`src/rtl/dmem_bus_mux.sv`:
```
// Data-memory bus mux: routes one master access to the slave region that owns
// the upper address bits, with per-access timeout and an error log.

module dmem_bus_mux_slot #(
    parameter int                  DATA_W   = 32,
    parameter int                  MATCH_HI = 16,
    parameter logic [MATCH_HI-1:0] BASE     = '0
) (
    input  logic [31:0]       addr,
    input  logic              sel,
    input  logic [DATA_W-1:0] rdata,
    output logic              hit,
    output logic [DATA_W-1:0] rdata_m
);
    assign hit     = (addr[31 -: MATCH_HI] == BASE);
    assign rdata_m = sel ? rdata : '0;
endmodule

module dmem_bus_mux #(
    parameter int                       NSLV     = 4,
    parameter int                       DATA_W   = 32,
    parameter int                       MATCH_HI = 16,
    parameter logic [NSLV*MATCH_HI-1:0] SLV_BASE = {16'hFFFF, 16'h0002, 16'h0001, 16'h0000},
    parameter int                       TIMEOUT  = 255
) (
    input  logic                   clk,
    input  logic                   rst,
    input  logic                   m_req,
    input  logic                   m_we,
    input  logic [DATA_W/8-1:0]    m_wstrb,
    input  logic [31:0]            m_addr,
    input  logic [DATA_W-1:0]      m_wdata,
    output logic                   m_ready,
    output logic [DATA_W-1:0]      m_rdata,
    output logic                   m_err,
    output logic                   m_busy,
    output logic [NSLV-1:0]        s_sel,
    output logic                   s_we,
    output logic [DATA_W/8-1:0]    s_wstrb,
    output logic [31:0]            s_addr,
    output logic [DATA_W-1:0]      s_wdata,
    input  logic [NSLV*DATA_W-1:0] s_rdata,
    input  logic [NSLV-1:0]        s_ready,
    output logic                   err_irq,
    output logic [31:0]            err_addr,
    output logic [7:0]             err_cnt
);
    localparam int          SW      = DATA_W / 8;
    localparam logic [15:0] TO_LAST = 16'(TIMEOUT - 1);

    typedef enum logic [1:0] {IDLE, ACCESS, RESP} state_t;

    typedef struct packed {
        logic              we;
        logic [SW-1:0]     wstrb;
        logic [31:0]       addr;
        logic [DATA_W-1:0] wdata;
    } req_t;

    state_t                       state, state_nxt;
    req_t                         req_q, req_nxt;
    logic [NSLV-1:0]              match, hit_oh, sel_nxt;
    logic [NSLV-1:0][DATA_W-1:0]  slot_rd;
    logic [DATA_W-1:0]            sel_rdata, rdata_nxt;
    logic [15:0]                  tcnt, tcnt_nxt;
    logic                         rdy_nxt, err_nxt, found;

    for (genvar i = 0; i < NSLV; i++) begin : g_slot
        dmem_bus_mux_slot #(
            .DATA_W  (DATA_W),
            .MATCH_HI(MATCH_HI),
            .BASE    (SLV_BASE[i*MATCH_HI +: MATCH_HI])
        ) u_slot (
            .addr   (m_addr),
            .sel    (s_sel[i]),
            .rdata  (s_rdata[i*DATA_W +: DATA_W]),
            .hit    (match[i]),
            .rdata_m(slot_rd[i])
        );
    end

    // Lowest matching region wins when bases overlap.
    always_comb begin
        hit_oh    = '0;
        found     = 1'b0;
        sel_rdata = '0;
        for (int i = 0; i < NSLV; i++) begin
            if (match[i] && !found) begin
                hit_oh[i] = 1'b1;
                found     = 1'b1;
            end
            sel_rdata = sel_rdata | slot_rd[i];
        end
    end

    always_ff @(posedge clk) begin
        if (!rst) state <= IDLE;
        else      state <= state_nxt;
    end

    always_comb begin
        state_nxt = state;
        req_nxt   = req_q;
        sel_nxt   = '0;
        tcnt_nxt  = '0;
        rdata_nxt = '0;
        rdy_nxt   = 1'b0;
        err_nxt   = 1'b0;
        case (state)
            IDLE: begin
                if (m_req) begin
                    req_nxt = '{we: m_we, wstrb: m_wstrb, addr: m_addr, wdata: m_wdata};
                    if (found) begin
                        state_nxt = ACCESS;
                        sel_nxt   = hit_oh;
                    end else begin
                        state_nxt = RESP;
                        rdy_nxt   = 1'b1;
                        err_nxt   = 1'b1;
                    end
                end
            end
            ACCESS: begin
                // A ready in the last allowed cycle still completes normally.
                if (|(s_ready & s_sel)) begin
                    state_nxt = RESP;
                    rdy_nxt   = 1'b1;
                    rdata_nxt = req_q.we ? '0 : sel_rdata;
                end else if (tcnt == TO_LAST) begin
                    state_nxt = RESP;
                    rdy_nxt   = 1'b1;
                    err_nxt   = 1'b1;
                end else begin
                    sel_nxt  = s_sel;
                    tcnt_nxt = tcnt + 16'd1;
                end
            end
            RESP:    state_nxt = IDLE;
            default: state_nxt = IDLE;
        endcase
    end

    always_ff @(posedge clk) begin
        if (!rst) begin
            req_q    <= '0;
            s_sel    <= '0;
            tcnt     <= '0;
            m_ready  <= 1'b0;
            m_err    <= 1'b0;
            err_irq  <= 1'b0;
            m_rdata  <= '0;
            err_addr <= '0;
            err_cnt  <= '0;
        end else begin
            req_q   <= req_nxt;
            s_sel   <= sel_nxt;
            tcnt    <= tcnt_nxt;
            m_ready <= rdy_nxt;
            m_err   <= err_nxt;
            err_irq <= err_nxt;
            m_rdata <= rdata_nxt;
            if (state == RESP && m_err) begin
                err_addr <= req_q.addr;
                if (err_cnt != 8'hFF) err_cnt <= err_cnt + 8'd1;
            end
        end
    end

    assign m_busy  = (state != IDLE);
    assign s_we    = req_q.we;
    assign s_wstrb = req_q.wstrb;
    assign s_addr  = req_q.addr;
    assign s_wdata = req_q.wdata;
endmodule

```
`config.mk`:
```
export PLATFORM = sky130hd
export DESIGN_NAME = dmem_bus_mux
export DESIGN_NICKNAME = d
export VERILOG_FILES = /design/src/rtl/dmem_bus_mux.sv
export SDC_FILE = /design/constraint.sdc
export NUM_CORES = 1
export LEC_CHECK = 0
export CAP_MARGIN = 40
export CORE_AREA = 2 2 135 137
export DETAILED_ROUTE_END_ITERATION = 12
export DIE_AREA = 0 0 137 139
export PLACE_DENSITY = 0.76
export SYNTH_ARGS = -nofsm -noshare
export SYNTH_HDL_FRONTEND = slang
export SYNTH_SLANG_ARGS = --single-unit
```
`constraint.sdc`:
```
create_clock -name clk -period 2 [get_ports clk]
set_clock_uncertainty 0.2 [all_clocks]
set_input_delay 0.4 -clock clk [delete_from_list [all_inputs] [get_ports clk]]
set_output_delay 0.4 -clock clk [all_outputs]
set_load 0.02 [all_outputs]
```
==> flow_summary.ini <==
[routing]
dr.pass1.iters = 5
drtIter0Drc = 360
vias = 6832
routed_wl_um = 23300
wl_per_cell_um = 17.0
final_antenna_net_count = 0
via_per_inst = 4.98
remaining_drc_errors = 0

[worst_setup_path]
reg2reg_depth = 4
crit_cells = 1
r2r_slack_ns = 0.12
worstReg2RegStart = s_sel[0]
critPathCaptureType = output port
worstPathBufferInverterCount = 1
critPathRequiredTime_ns = 1.40
worst_path_slowest_cell = sky130_fd_sc_hd__clkdlybuf4s50_1
worst-setup-path-type = flop to output port
r2r_end = m_rdata[27]
cp_cell_sequence = clkdlybuf4s50_1
path_max_fanout = 1
worst-endpoint-arrival_ns = 1.37
crit_path_max_delay_family = buffers and inverters
critPathLaunchType = flop
slowest_delay_ns = 0.63

[clock_network]
cts_hold_buffers = 0
cts.sinks = 165
tritoncts_clock_tree = done
htree_num_levels = 4
postCtsSetupRepairBufs = 0
clk_pin_slew_worst_paths_ns = 0.06
clk_root_buffer_cell = sky130_fd_sc_hd__clkbuf_16
clkLatencyLatePin_ns = 0.41
largest_buffer_count_on_any_clock_path = 2
cts_made_buffers = 17

[floorplanning]
core.rowCount = 49
ioPinCount = 353
floorplan.die_area_um2 = 19000
die_width_um = 137
initial_core_util_pct = 36.1
fp.dieH_um = 139
core-area_um2 = 17700

[logic_synthesis]
synth.top_cell.area_share_pct = 51.9
yosysTopAreaCell = sky130_fd_sc_hd__dfxtp_1
synth-xor-area-share_pct = 2.20
asyncSetResetFlopFracSynth_pct = 0
synthCells = 765
synth_enable_flop_cells = 0
synth_top_family_by_area = compound AO/OA/AOI/OAI gates
avgSynthCellArea_um2 = 8.33
yosysWarnings = 0
synth-simple-area-share_pct = 19.8
adder_and_majority_gate_portion_of_the_synthesized_area_pct = 0.589
post_synthesis_compound_gate_area_fraction_pct = 20.9
synth_sequential_area_ratio_pct = 51.9
synth_ff_type = sky130_fd_sc_hd__dfxtp_1
synth.lib_cells_used.distinct = 44
synth_top_cells_by_area = sky130_fd_sc_hd__dfxtp_1 (52%), sky130_fd_sc_hd__nand2_1 (12%), sky130_fd_sc_hd__a21oi_1 (11%), sky130_fd_sc_hd__a22oi_1 (7.8%), sky130_fd_sc_hd__clkbuf_1 (2.9%)
count_of_state_elements_after_synthesis = 165
mappedNetlistArea_um2 = 6370
synthesis.nets = 972
yosys-mux-area-fraction_pct = 0.314

[place]
place_congestion = 0.857
dp_hpwl_um = 17300
port_buffers = 352
place_area_um2 = 10400
placed_cells = 1339

[pwr]
power.static_leakage_nw = 4.85
power_switching_mw = 1.84
intPower_mw = 5.93
peakVddDrop_mv = 0.544
p_seq_share_pct = 44.1
net_switching_fraction_of_the_power_pct = 23.6
power_density_nw_per_um2 = 703
clock_power_share_pct = 43.2
report.power.total_mw = 7.76
combinationalPowerShare_pct = 12.7

[layout]
post_route_cells_drive_above_1_share_pct = 8.32
area.growth.synth_to_final_pct = 73.3
design.final.nets = 1336
post_layout_nonfiller_instances = 1371
post-route-util_pct = 62.5
n_antenna_cell = 0
final_cell_area_um2 = 11000
fill_cells = 1556

[timing]
grt_setup_unrepaired = no
finalCriticalPeriod_ns = 1.97
worst_pin_slew_ns = 0.469
report.final.setup_viol = 0
max-slew-margin-rel_pct = 67.9
max_freq_mhz = 507
timing.final.hold_violations = 0
maxSlewViolCount = 0
finalCritPeriodShare_pct = 98.7

[global_routing]
grt_antenna_before_repair = 1
global_route.overflow_total = 0
grt_first_pass_wirelength_um = 35100
grt.total_usage_pct = 23.8
grt_max_degree = 58
first_global_vias = 6489

[run_status]
run_status = finished clean

[min_path]
class_of_the_most_critical_hold_timing_path = flop to flop
hold_start = err_addr[31]
worstHoldPathCells = 2
timing.hold.worst_endpoint = err_addr[31]

[job]
drv.max_cap_violation_count = 0
==> metal layers <==
layer  GRT usage, %  up-vias  routed length, um  part of all wire (%)
li1               -     3380                  -                     -
met1           29.6     3169               9710                    42
met2           38.0      242              11100                    48
met3           7.64       39               1940                   8.3
met4           9.01        2                533                   2.3
met5              0        -                 13                 0.056
==> sequential cells by signal (all words and copies together) (netlist names) <==
register / flops
err_addr: 32
err_cnt: 8
err_irq: 1
m_rdata: 32
m_ready: 1
s_addr: 32
s_sel: 4
s_wdata: 32
s_we: 1
s_wstrb: 4
state: 2
tcnt: 16
==> area by class of cell <==
class	count	area, um2	share of cell area [%]
inverter	6	23.8	0.215
clock inverter	14	175	1.59
sequential	165	3310	29.9
tap	229	287	2.60
timing repair buffer	404	4010	36.3
multi-input combinational	535	2810	25.4
clock buffer	18	429	3.89
==> through the flow <==
step / TNS, ns / hold WS (ns) / setup WS (ns)
floorplan: 0 / 0.252 / 0.0887
global placement: -9.50 / 0.240 / -0.320
detailed placement: -9.41 / 0.246 / -0.348
CTS: 0 / 0.254 / 0.000372
global route: 0 / 0.270 / 0.0000645
finish: 0 / 0.252 / 0.0270
==> worst max-delay path by stage <==
| stage | from | endpoint | slack [ns] |
|---|---|---|---|
| after CTS | err_addr[9] | err_addr[9] | 0.0004 |
| after global placement | m_addr[28] | m_ready | -0.32 |
| after global routing | s_wstrb[1] | s_wstrb[1] | 0.00006 |
| after detailed placement | m_addr[23] | state[1] | -0.35 |
| after floorplan | err_cnt[0] | err_cnt[7] | 0.09 |
| final | m_rdata[25] | m_rdata[25] | 0.03 |
==> kinds of logic after synthesis <==
logic type,count (synthesis)
adder cells (fa/ha/maj),3
flip-flops,165
buffers and inverters,65
AO/OA/AOI/OAI,222
multiplexers,2
XOR/XNOR,16
AND/OR/NAND/NOR,292
==> what timing repair did <==
item | 4_1_cts | 5_1_grt
gates cloned | 0 | 0
endpoints found under the setup margin | 51 | 47
gates resized for setup | 52 | 48
==> placed cells by master (no fill, tap or decap), types with 2 or more instances in the layout <==
| master | count |
|---|---|
| sky130_fd_sc_hd__nor4b_1 | 2 |
| sky130_fd_sc_hd__nand4b_1 | 2 |
| sky130_fd_sc_hd__clkdlybuf4s50_1 | 256 |
| sky130_fd_sc_hd__a22oi_1 | 66 |
| sky130_fd_sc_hd__nor3_1 | 6 |
| sky130_fd_sc_hd__nand2_1 | 209 |
| sky130_fd_sc_hd__inv_6 | 3 |
| sky130_fd_sc_hd__clkbuf_16 | 17 |
| sky130_fd_sc_hd__a211oi_1 | 4 |
| sky130_fd_sc_hd__nor4_1 | 6 |
| sky130_fd_sc_hd__clkinv_2 | 4 |
| sky130_fd_sc_hd__nor2_1 | 26 |
| sky130_fd_sc_hd__ha_1 | 3 |
| sky130_fd_sc_hd__xor2_1 | 5 |
| sky130_fd_sc_hd__bufinv_16 | 3 |
| sky130_fd_sc_hd__o21ai_0 | 2 |
| sky130_fd_sc_hd__and3_1 | 5 |
| sky130_fd_sc_hd__a31o_2 | 3 |
| sky130_fd_sc_hd__mux2i_1 | 2 |
| sky130_fd_sc_hd__dlygate4sd2_1 | 51 |
| sky130_fd_sc_hd__inv_1 | 5 |
| sky130_fd_sc_hd__dfxtp_2 | 2 |
| sky130_fd_sc_hd__nand3_1 | 6 |
| sky130_fd_sc_hd__buf_12 | 4 |
| sky130_fd_sc_hd__dfxtp_1 | 163 |
| sky130_fd_sc_hd__clkinv_4 | 2 |
| sky130_fd_sc_hd__nand2b_1 | 2 |
| sky130_fd_sc_hd__or3_1 | 2 |
| sky130_fd_sc_hd__dlymetal6s2s_1 | 45 |
| sky130_fd_sc_hd__a21oi_1 | 138 |
| sky130_fd_sc_hd__xnor2_1 | 11 |
| sky130_fd_sc_hd__clkinvlp_4 | 2 |
| sky130_fd_sc_hd__nand4_1 | 14 |
| sky130_fd_sc_hd__buf_4 | 48 |
| sky130_fd_sc_hd__and4_1 | 2 |
| sky130_fd_sc_hd__nand3b_1 | 2 |
==> power by group through the flow <==
| stage | combinational, mW | clock, mW | sequential, mW |
|---|---|---|---|
| after floorplan | 0.197 | 0 | 3.60 |
| after CTS | 0.999 | 3.43 | 3.43 |
| after global placement | 1.02 | 0 | 3.50 |
| final | 0.987 | 3.35 | 3.43 |
| after global routing | 1.06 | 3.57 | 3.43 |
| after detailed placement | 1.02 | 0 | 3.50 |
==> cell usage after synthesis, types with 3 or more instances <==
cell type                  instances
sky130_fd_sc_hd__inv_1             5
sky130_fd_sc_hd__buf_4             6
sky130_fd_sc_hd__xor2_1            5
sky130_fd_sc_hd__dfxtp_1         165
sky130_fd_sc_hd__nor2_1           27
sky130_fd_sc_hd__a21oi_1         138
sky130_fd_sc_hd__nand2_1         210
sky130_fd_sc_hd__nor3_1            6
sky130_fd_sc_hd__nand3_1           6
sky130_fd_sc_hd__ha_1              3
sky130_fd_sc_hd__xnor2_1          11
sky130_fd_sc_hd__nand4_1          14
sky130_fd_sc_hd__and3_1            5
sky130_fd_sc_hd__a22oi_1          66
sky130_fd_sc_hd__a31o_2            3
sky130_fd_sc_hd__clkbuf_1         49
sky130_fd_sc_hd__a211oi_1          4
sky130_fd_sc_hd__nor4_1            6
Note: power is estimated with default switching activity, not from simulation.
